===== config.mk =====
export PLATFORM = sky130hd
export DESIGN_NAME = cp0_exc_ctrl
export DESIGN_NICKNAME = d
export VERILOG_FILES = /design/src/rtl/cp0_exc_ctrl_pkg.sv /design/src/rtl/cp0_int_sync.sv /design/src/rtl/cp0_exc_ctrl.sv
export SDC_FILE = /design/constraint.sdc
export NUM_CORES = 1
export LEC_CHECK = 0
export ABC_AREA = 1
export CAP_MARGIN = 0
export CORE_ASPECT_RATIO = 0.5
export CORE_MARGIN = 3
export CORE_UTILIZATION = 33
export DETAILED_ROUTE_END_ITERATION = 8
export HOLD_SLACK_MARGIN = 0.03
export PLACE_DENSITY = 0.81
export SYNTH_ARGS = -nofsm -noshare
export SYNTH_HDL_FRONTEND = slang
export SYNTH_SLANG_ARGS = --single-unit

===== constraint.sdc =====
create_clock -name clk -period 1.58 [get_ports clk]
set_clock_uncertainty 0.05 [all_clocks]
set_input_delay 0.237 -clock clk [delete_from_list [all_inputs] [get_ports clk]]
set_output_delay 0.237 -clock clk [all_outputs]
set_load 0.05 [all_outputs]

===== src/rtl/cp0_exc_ctrl_pkg.sv =====
// Shared constants for the CP0 exception sequencer: ExcCodes, Status/Cause
// bit positions, handler vectors and the sequencer state encoding.
package cp0_exc_ctrl_pkg;

  localparam logic [4:0] EXC_INT  = 5'd0;
  localparam logic [4:0] EXC_MOD  = 5'd1;
  localparam logic [4:0] EXC_TLBL = 5'd2;
  localparam logic [4:0] EXC_TLBS = 5'd3;
  localparam logic [4:0] EXC_ADEL = 5'd4;
  localparam logic [4:0] EXC_ADES = 5'd5;
  localparam logic [4:0] EXC_SYS  = 5'd8;
  localparam logic [4:0] EXC_BP   = 5'd9;
  localparam logic [4:0] EXC_RI   = 5'd10;
  localparam logic [4:0] EXC_OV   = 5'd12;

  localparam int STATUS_IEC   = 0;
  localparam int STATUS_BEV   = 22;
  localparam int STATUS_IM_LO = 8;
  localparam int STATUS_IM_HI = 15;
  localparam int CAUSE_BD     = 31;
  localparam int CAUSE_IP_LO  = 8;
  localparam int CAUSE_IP_HI  = 15;
  localparam int CAUSE_CODE_LO = 2;
  localparam int CAUSE_CODE_HI = 6;

  localparam logic [31:0] VEC_BOOT_GEN_DEF    = 32'hBFC00180;
  localparam logic [31:0] VEC_BOOT_REFILL_DEF = 32'hBFC00100;
  localparam logic [31:0] VEC_GEN_DEF         = 32'h80000080;
  localparam logic [31:0] VEC_REFILL_DEF      = 32'h80000000;

  typedef enum logic [1:0] {
    ST_IDLE   = 2'd0,
    ST_ENTER  = 2'd1,
    ST_ERET_W = 2'd2,
    ST_REDIR  = 2'd3
  } state_e;

endpackage


===== src/rtl/cp0_int_sync.sv =====
// Hardware interrupt synchroniser and registered pending-interrupt flag.
module cp0_int_sync
  import cp0_exc_ctrl_pkg::*;
(
  input  logic       clk,
  input  logic       res,
  input  logic [5:0] hw_int,
  input  logic       ie,
  input  logic [7:0] im,
  input  logic [1:0] ip_sw,
  output logic [7:0] ip,
  output logic       int_pending
);

  logic [5:0] meta_q, meta_d;
  logic [5:0] sync_q, sync_d;
  logic       pend_q, pend_d;

  always_comb begin
    meta_d = hw_int;
    sync_d = meta_q;
    ip     = {sync_q, ip_sw};
    pend_d = ie & (|(ip & im));
  end

  always_ff @(posedge clk) begin
    if (res) begin
      meta_q <= '0;
      sync_q <= '0;
      pend_q <= 1'b0;
    end else begin
      meta_q <= meta_d;
      sync_q <= sync_d;
      pend_q <= pend_d;
    end
  end

  assign int_pending = pend_q;

endmodule


===== src/rtl/cp0_exc_ctrl.sv =====
// Exception/interrupt/ERET sequencer: computes CP0 write-back values,
// then flushes the pipeline and redirects fetch.
//
// state    | meaning
// IDLE     | waiting for exception, interrupt or ERET at commit
// ENTER    | write EPC/Status/Cause (and BadVAddr) for exception entry
// ERET_W   | pop Status stack, capture EPC as return target
// REDIR    | flush pipeline, redirect fetch to vector or EPC
module cp0_exc_ctrl
  import cp0_exc_ctrl_pkg::*;
#(
  parameter logic [31:0] VEC_BOOT_GEN    = VEC_BOOT_GEN_DEF,
  parameter logic [31:0] VEC_BOOT_REFILL = VEC_BOOT_REFILL_DEF,
  parameter logic [31:0] VEC_GEN         = VEC_GEN_DEF,
  parameter logic [31:0] VEC_REFILL      = VEC_REFILL_DEF
) (
  input  logic        clk,
  input  logic        res,
  input  logic        exc_req,
  input  logic [4:0]  exc_code,
  input  logic        exc_refill,
  input  logic [31:0] exc_pc,
  input  logic        exc_bd,
  input  logic [31:0] exc_badva,
  input  logic        exc_badva_valid,
  input  logic        eret_req,
  input  logic        commit_valid,
  input  logic [31:0] commit_pc,
  input  logic        commit_bd,
  input  logic [5:0]  hw_int,
  input  logic [31:0] cp0_status,
  input  logic [31:0] cp0_cause,
  input  logic [31:0] cp0_epc,
  output logic [31:0] out_epc,
  output logic [31:0] out_status,
  output logic [31:0] out_cause,
  output logic [31:0] out_badvaddr,
  output logic        we_epc,
  output logic        we_status,
  output logic        we_cause,
  output logic        we_badvaddr,
  output logic        busy,
  output logic        flush,
  output logic        redirect,
  output logic [31:0] redirect_pc,
  output logic        int_pending
);

  state_e      state_q, state_d;
  logic [4:0]  code_q, code_d;
  logic [31:0] pc_q, pc_d;
  logic        bd_q, bd_d;
  logic [31:0] badva_q, badva_d;
  logic        bv_q, bv_d;
  logic        refill_q, refill_d;
  logic        eret_q, eret_d;
  logic [7:0]  ip;

  cp0_int_sync u_int_sync (
    .clk         (clk),
    .res         (res),
    .hw_int      (hw_int),
    .ie          (cp0_status[STATUS_IEC]),
    .im          (cp0_status[STATUS_IM_HI:STATUS_IM_LO]),
    .ip_sw       (cp0_cause[CAUSE_IP_LO+1:CAUSE_IP_LO]),
    .ip          (ip),
    .int_pending (int_pending)
  );

  always_comb begin
    state_d      = state_q;
    code_d       = code_q;
    pc_d         = pc_q;
    bd_d         = bd_q;
    badva_d      = badva_q;
    bv_d         = bv_q;
    refill_d     = refill_q;
    eret_d       = eret_q;
    out_epc      = '0;
    out_status   = '0;
    out_cause    = '0;
    out_badvaddr = '0;
    we_epc       = 1'b0;
    we_status    = 1'b0;
    we_cause     = 1'b0;
    we_badvaddr  = 1'b0;
    busy         = 1'b0;
    flush        = 1'b0;
    redirect     = 1'b0;
    redirect_pc  = '0;

    case (state_q)
      ST_IDLE: begin
        // exception beats interrupt beats ERET; a dropped ERET is re-raised after the flush
        if (exc_req) begin
          code_d   = exc_code;
          pc_d     = exc_pc;
          bd_d     = exc_bd;
          badva_d  = exc_badva;
          bv_d     = exc_badva_valid;
          refill_d = exc_refill;
          eret_d   = 1'b0;
          state_d  = ST_ENTER;
        end else if (int_pending && commit_valid) begin
          code_d   = EXC_INT;
          pc_d     = commit_pc;
          bd_d     = commit_bd;
          badva_d  = '0;
          bv_d     = 1'b0;
          refill_d = 1'b0;
          eret_d   = 1'b0;
          state_d  = ST_ENTER;
        end else if (eret_req) begin
          eret_d  = 1'b1;
          state_d = ST_ERET_W;
        end
      end

      ST_ENTER: begin
        busy         = 1'b1;
        we_epc       = 1'b1;
        we_status    = 1'b1;
        we_cause     = 1'b1;
        we_badvaddr  = bv_q;
        out_epc      = bd_q ? (pc_q - 32'd4) : pc_q;
        out_status   = {cp0_status[31:6], cp0_status[3:0], 2'b00};
        out_cause    = {bd_q, cp0_cause[30:16], ip, cp0_cause[7], code_q, cp0_cause[1:0]};
        out_badvaddr = bv_q ? badva_q : '0;
        state_d      = ST_REDIR;
      end

      ST_ERET_W: begin
        busy       = 1'b1;
        we_status  = 1'b1;
        we_cause   = 1'b1;
        out_status = {cp0_status[31:6], cp0_status[5:4], cp0_status[5:2]};
        out_cause  = cp0_cause;
        pc_d       = cp0_epc;
        state_d    = ST_REDIR;
      end

      ST_REDIR: begin
        busy     = 1'b1;
        flush    = 1'b1;
        redirect = 1'b1;
        if (eret_q)
          redirect_pc = pc_q;
        else if (cp0_status[STATUS_BEV])
          redirect_pc = refill_q ? VEC_BOOT_REFILL : VEC_BOOT_GEN;
        else
          redirect_pc = refill_q ? VEC_REFILL : VEC_GEN;
        state_d = ST_IDLE;
      end

      default: state_d = ST_IDLE;
    endcase
  end

  always_ff @(posedge clk) begin
    if (res) begin
      state_q  <= ST_IDLE;
      code_q   <= '0;
      pc_q     <= '0;
      bd_q     <= 1'b0;
      badva_q  <= '0;
      bv_q     <= 1'b0;
      refill_q <= 1'b0;
      eret_q   <= 1'b0;
    end else begin
      state_q  <= state_d;
      code_q   <= code_d;
      pc_q     <= pc_d;
      bd_q     <= bd_d;
      badva_q  <= badva_d;
      bv_q     <= bv_d;
      refill_q <= refill_d;
      eret_q   <= eret_d;
    end
  end

endmodule


==> metrics.txt, run 1 <==
Sink Count=88; EDFF count, synth=0; most frequent cell after synthesis=nor2_1; Post-Syn Area=5610 µm²; post-synthesis cell count=approximately 970; yosys warns=0; Placer Congestion=between 0.9 and 1; # resized after CTS=303; setup repair bufs after CTS=39; Synth area leader=dfxtp_1; Synth Register Bits=approximately 90; top_reg_cell synth=dfxtp_1; Netlist cell types=28; share of the yosys chip area belonging to registers=31.4%; Rows=32; top post-synthesis cells by count=185 x nor2_1, 156 x inv_1, 156 x nand2_1; Synth area leaders=dfxtp_1 31%, nor2_1 12%, inv_1 10%, nand2_1 10%, o21ai_0 9.5%; Error=[ERROR DPL-0038] Utilization greater than 100%, impossible to legalize; die height=~100 µm; area fraction of the dominant cell type after synthesis=between 30% and 40%; Last stage=clock tree synthesis; # hold bufs at CTS=0; Top Ports=380; hpwl dp=~26 mm; I/O Buffers=379; Post-DP Area=14200 µm²; H-tree levels=3; die width=190 µm; syn_nets=1184; ys async rst share=0%; Synth Area per Inst=between 5 and 6 µm²; total CTS buffers=9; Initial Utilization=35.0%; status=did not finish; CTS Buffer Depth=2; clock root cell=clkbuf_16
[cell families after synthesis]
group           after synthesis  synth area share (%)
compound gates              203                  18.6
fa+ha+maj                     6                  1.34
flops                        88                  31.4
simple gates                453                  33.3
xor+xnor                      3                 0.469
buf+inv                     213                  14.9
[stage by stage]
stage / util [%] / hold slack [ns] / setup TNS [ns] / setup WS [ns] / cells
3_5_place_dp: 88.5 / 0.348 / -19.92 / -0.273 / 1660
3_3_place_gp: 88.5 / 0.342 / -9.42 / -0.211 / 1660
2_1_floorplan: - / 0.258 / -17.51 / -0.210 / 966
==> run 2: changes to the inputs <==
--- a/config.mk
+++ b/config.mk
@@ -7,12 +7,10 @@
 export LEC_CHECK = 0
 export ABC_AREA = 1
 export CAP_MARGIN = 0
-export CORE_ASPECT_RATIO = 0.5
-export CORE_MARGIN = 3
-export CORE_UTILIZATION = 33
+export CORE_AREA = 3 3 145 147
 export DETAILED_ROUTE_END_ITERATION = 8
-export HOLD_SLACK_MARGIN = 0.03
-export PLACE_DENSITY = 0.81
+export DIE_AREA = 0 0 148 150
+export PLACE_DENSITY_LB_ADDON = 0.15
 export SYNTH_ARGS = -nofsm -noshare
 export SYNTH_HDL_FRONTEND = slang
 export SYNTH_SLANG_ARGS = --single-unit
==> constraint.sdc (replaced) <==
create_clock -name clk -period 2.1 [get_ports clk]
set_clock_uncertainty 0.05 [all_clocks]
set_input_delay 0.315 -clock clk [delete_from_list [all_inputs] [get_ports clk]]
set_output_delay 0.315 -clock clk [all_outputs]
set_load 0.05 [all_outputs]
==> run 2 against run 1 <==
Effect of this change: the flow now finishes, with violations (negative setup slack); area after synthesis did not move; synthesized cell count did not move.
==> metrics.txt, run 2 <==
Pleak=0.00544 µW; share of layout cells above drive strength 1=40.0%; P&R area growth vs syn=146%; Netlist cell types=28; Post-Syn Area=5610 µm²; Hold Path Class=reg2reg; routed wl met3=between 2 and 2.5 mm; cell family with most CP delay=simple AND/OR/NAND/NOR gates; # hold bufs at CTS=0; initial antenna violation count=0; Top Ports=380; Metal-1 WL=approximately 11 mm; Synth area leader=dfxtp_1; WL/cell=17.1 µm; # diodes=0; CP Buf/Inv Count=4; number of global-route vias before repair=7486; Crit Path Category=reg2out; post-synthesis cell count=966; Crit path required time=1.74 ns; Slew HR=64.9%; status=complete, but fails checks; Die ar.=approximately 22000 µm²; Fillers=approximately 1600; area of the multi-input gates=4530 µm²; Met2 Routed Length=between 10 and 15 mm; total CTS buffers=9; syn_nets=1184; sw frac=about half; commonest non-fill, non-tap cells in the layout=211 x clkdlybuf4s50_1, 147 x buf_12, 136 x inv_1, 130 x nand2_1, 92 x nor2_4; Max Freq=roughly 440 MHz; final core occ=68.8%; Final period util=108%; Synth Register Bits=88; DR DRC count=0; DRT Pass-1 Iters=5; EDFF count, synth=0; Synth area leaders=dfxtp_1 31%, nor2_1 12%, inv_1 10%, nand2_1 10%, o21ai_0 9.5%; I/O Buffers=379; H-tree levels=3; top_reg_cell synth=dfxtp_1; Skew-Pair Late Insertion Delay=0.35 ns; Synth Area per Inst=5.80 µm²; Final setup viols=74; P per Cell Area=~1300 nW/µm²; Initial DRC Count=roughly 250; top post-synthesis cells by count=185 x nor2_1, 156 x inv_1, 156 x nand2_1; Initial Utilization=28.0%; first-pass GRT wire length=41.0 mm; Worst-Margin Slew=0.525 ns; worst slack, placed=-0.0650 ns; gr usage total=23.3%; switching pwr=9080 µW; Placer Congestion=0.887; share of the yosys chip area belonging to registers=a little under a third; die height=150 µm; Final nets=between 1500 and 2000; total number of vias=7720; grt ovf=0; clock root cell=clkbuf_16; CP Data Arrival Time=1.90 ns; total negative slack=-4.11 ns; post-route ant nets=0; most frequent cell after synthesis=nor2_1; final hold vios=0; die width=148 µm; CTS Buffer Depth=2; Sink Count=88; Worst setup SP type=register; RSZ-0062 raised after global routing=true; Sequential Area=~1800 µm²; Worst path slowest cell=dfxtp_2; largest net degree at the start of global routing=41; Pwr Total=17800 µW; DR top layer=met4; Largest stage delay, worst path=0.33 ns; yosys warns=0; Max Slew Vio Count=0; maximum VDD drop=between 0.6 and 0.7 mV; Gate power share=74.7%; clock network fraction of total power=9.7%; CTS tree=done; Vias/cell=4.66; Setup crit end kind=output port; commonest non-fill, non-tap cell in the layout=clkdlybuf4s50_1; area fraction of the dominant cell type after synthesis=31.4%; Tmin final=2.27 ns; critical path cell sequence=buf_4 -> nor2_4 -> nand3_4 -> nor2_4 -> buf_6 -> nand3_2 -> nand2_1 -> inv_1 -> nor2_2 -> buf_12; Rows=52; failing checks=negative setup slack; Reg clk slew, reported paths=0.07 ns; CP max FO=4; hold slack=0.354 ns; Core Region=between 20000 and 25000 µm²; total routed wirelength=~28 mm; cell mode on critical path=nor2_4; Final Worst Setup Slack=-0.170 ns; ys async rst share=0%; P_int=8690 µW; registers with the most flip-flops=badva_q (32), pc_q (32); number of max-cap violations=0; hpwl dp=approximately 21 mm; Seq pwr share=15.6%
==> run 2: cell counts after synthesis <==
Identical to the previous run, type by type.
==> run 2: path summary, 6_finish.rpt <==
path / start / slack [ns] / to / cells after the start
max: pc_q[3] / -0.17 / out_epc[27] / 10
min: u_int_sync.meta_q[4] / 0.35 / u_int_sync.sync_q[4] / 2
max reg2reg: state_q[1] / 0.24 / state_q[0] / 9
min reg2reg: u_int_sync.meta_q[4] / 0.35 / u_int_sync.sync_q[4] / 2
==> run 2: power by group through the flow <==
stage	clock network [µW]	logic, µW	registers, µW
after global routing	1830	14000	2840
after detailed placement	0	10600	2620
after global placement	0	10500	2610
after floorplan	0	6430	2500
after CTS	1780	12300	2660
final	1730	13300	2770
==> run 2: through the flow <==
step / instances / area [µm²]
2_1_floorplan: 966 / 6380
3_3_place_gp: 1594 / 11900
3_5_place_dp: 1594 / 11900
4_1_cts: 1636 / 13100
5_1_grt: 1658 / 13800
6_report: 1658 / 13800
==> run 2: final cells by class <==
class	count	area share, %
sequential	88	13.0
multi-input combinational	666	32.8
clock buffer	11	1.83
tap	270	2.45
inverter	158	4.52
timing repair buffer	460	44.9
clock inverter	5	0.454
==> run 2: cells by family (layout without fill, tap and decap cells) <==
| family | after synthesis | count (layout) | share of synthesized area, % |
|---|---|---|---|
| xor gates and xnor gates | 3 | 3 | 0.469 |
| DFF | 88 | 88 | 31.4 |
| buffers and inverters | 213 | 634 | 14.9 |
| adders and majority gates | 6 | 6 | 1.34 |
| and+or+nand+nor | 453 | 454 | 33.3 |
| AOI/OAI and AO/OA | 203 | 203 | 18.6 |
==> run 2: metal layers <==
layer,track usage (%),vias to the layer above
met4,7.21,0
met2,39.2,238
met3,6.48,36
met5,0,-
li1,-,3896
met1,28.9,3550
==> run 2: repair_timing <==
| item | in CTS | in global routing |
|---|---|---|
| setup endpoints to repair | 147 | 135 |
| gates cloned | 6 | 5 |
| endpoints found under the hold margin | 0 | 0 |
| gates resized for setup | 167 | 138 |
| pin swaps | 39 | 33 |
| buffers inserted | 22 | 24 |
==> run 2: worst register-to-register path: stages (launching register included) <==
cell and delay, ns:
dfxtp_4 0.37, inv_4 0.05, ha_4 0.30, buf_8 0.12, clkinvlp_4 0.24, buf_4 0.23, buf_4 0.12, nand2_1 0.07
o21ai_0 0.08, a21oi_1 0.16
No activity file was read; power rests on OpenSTA's default activity.
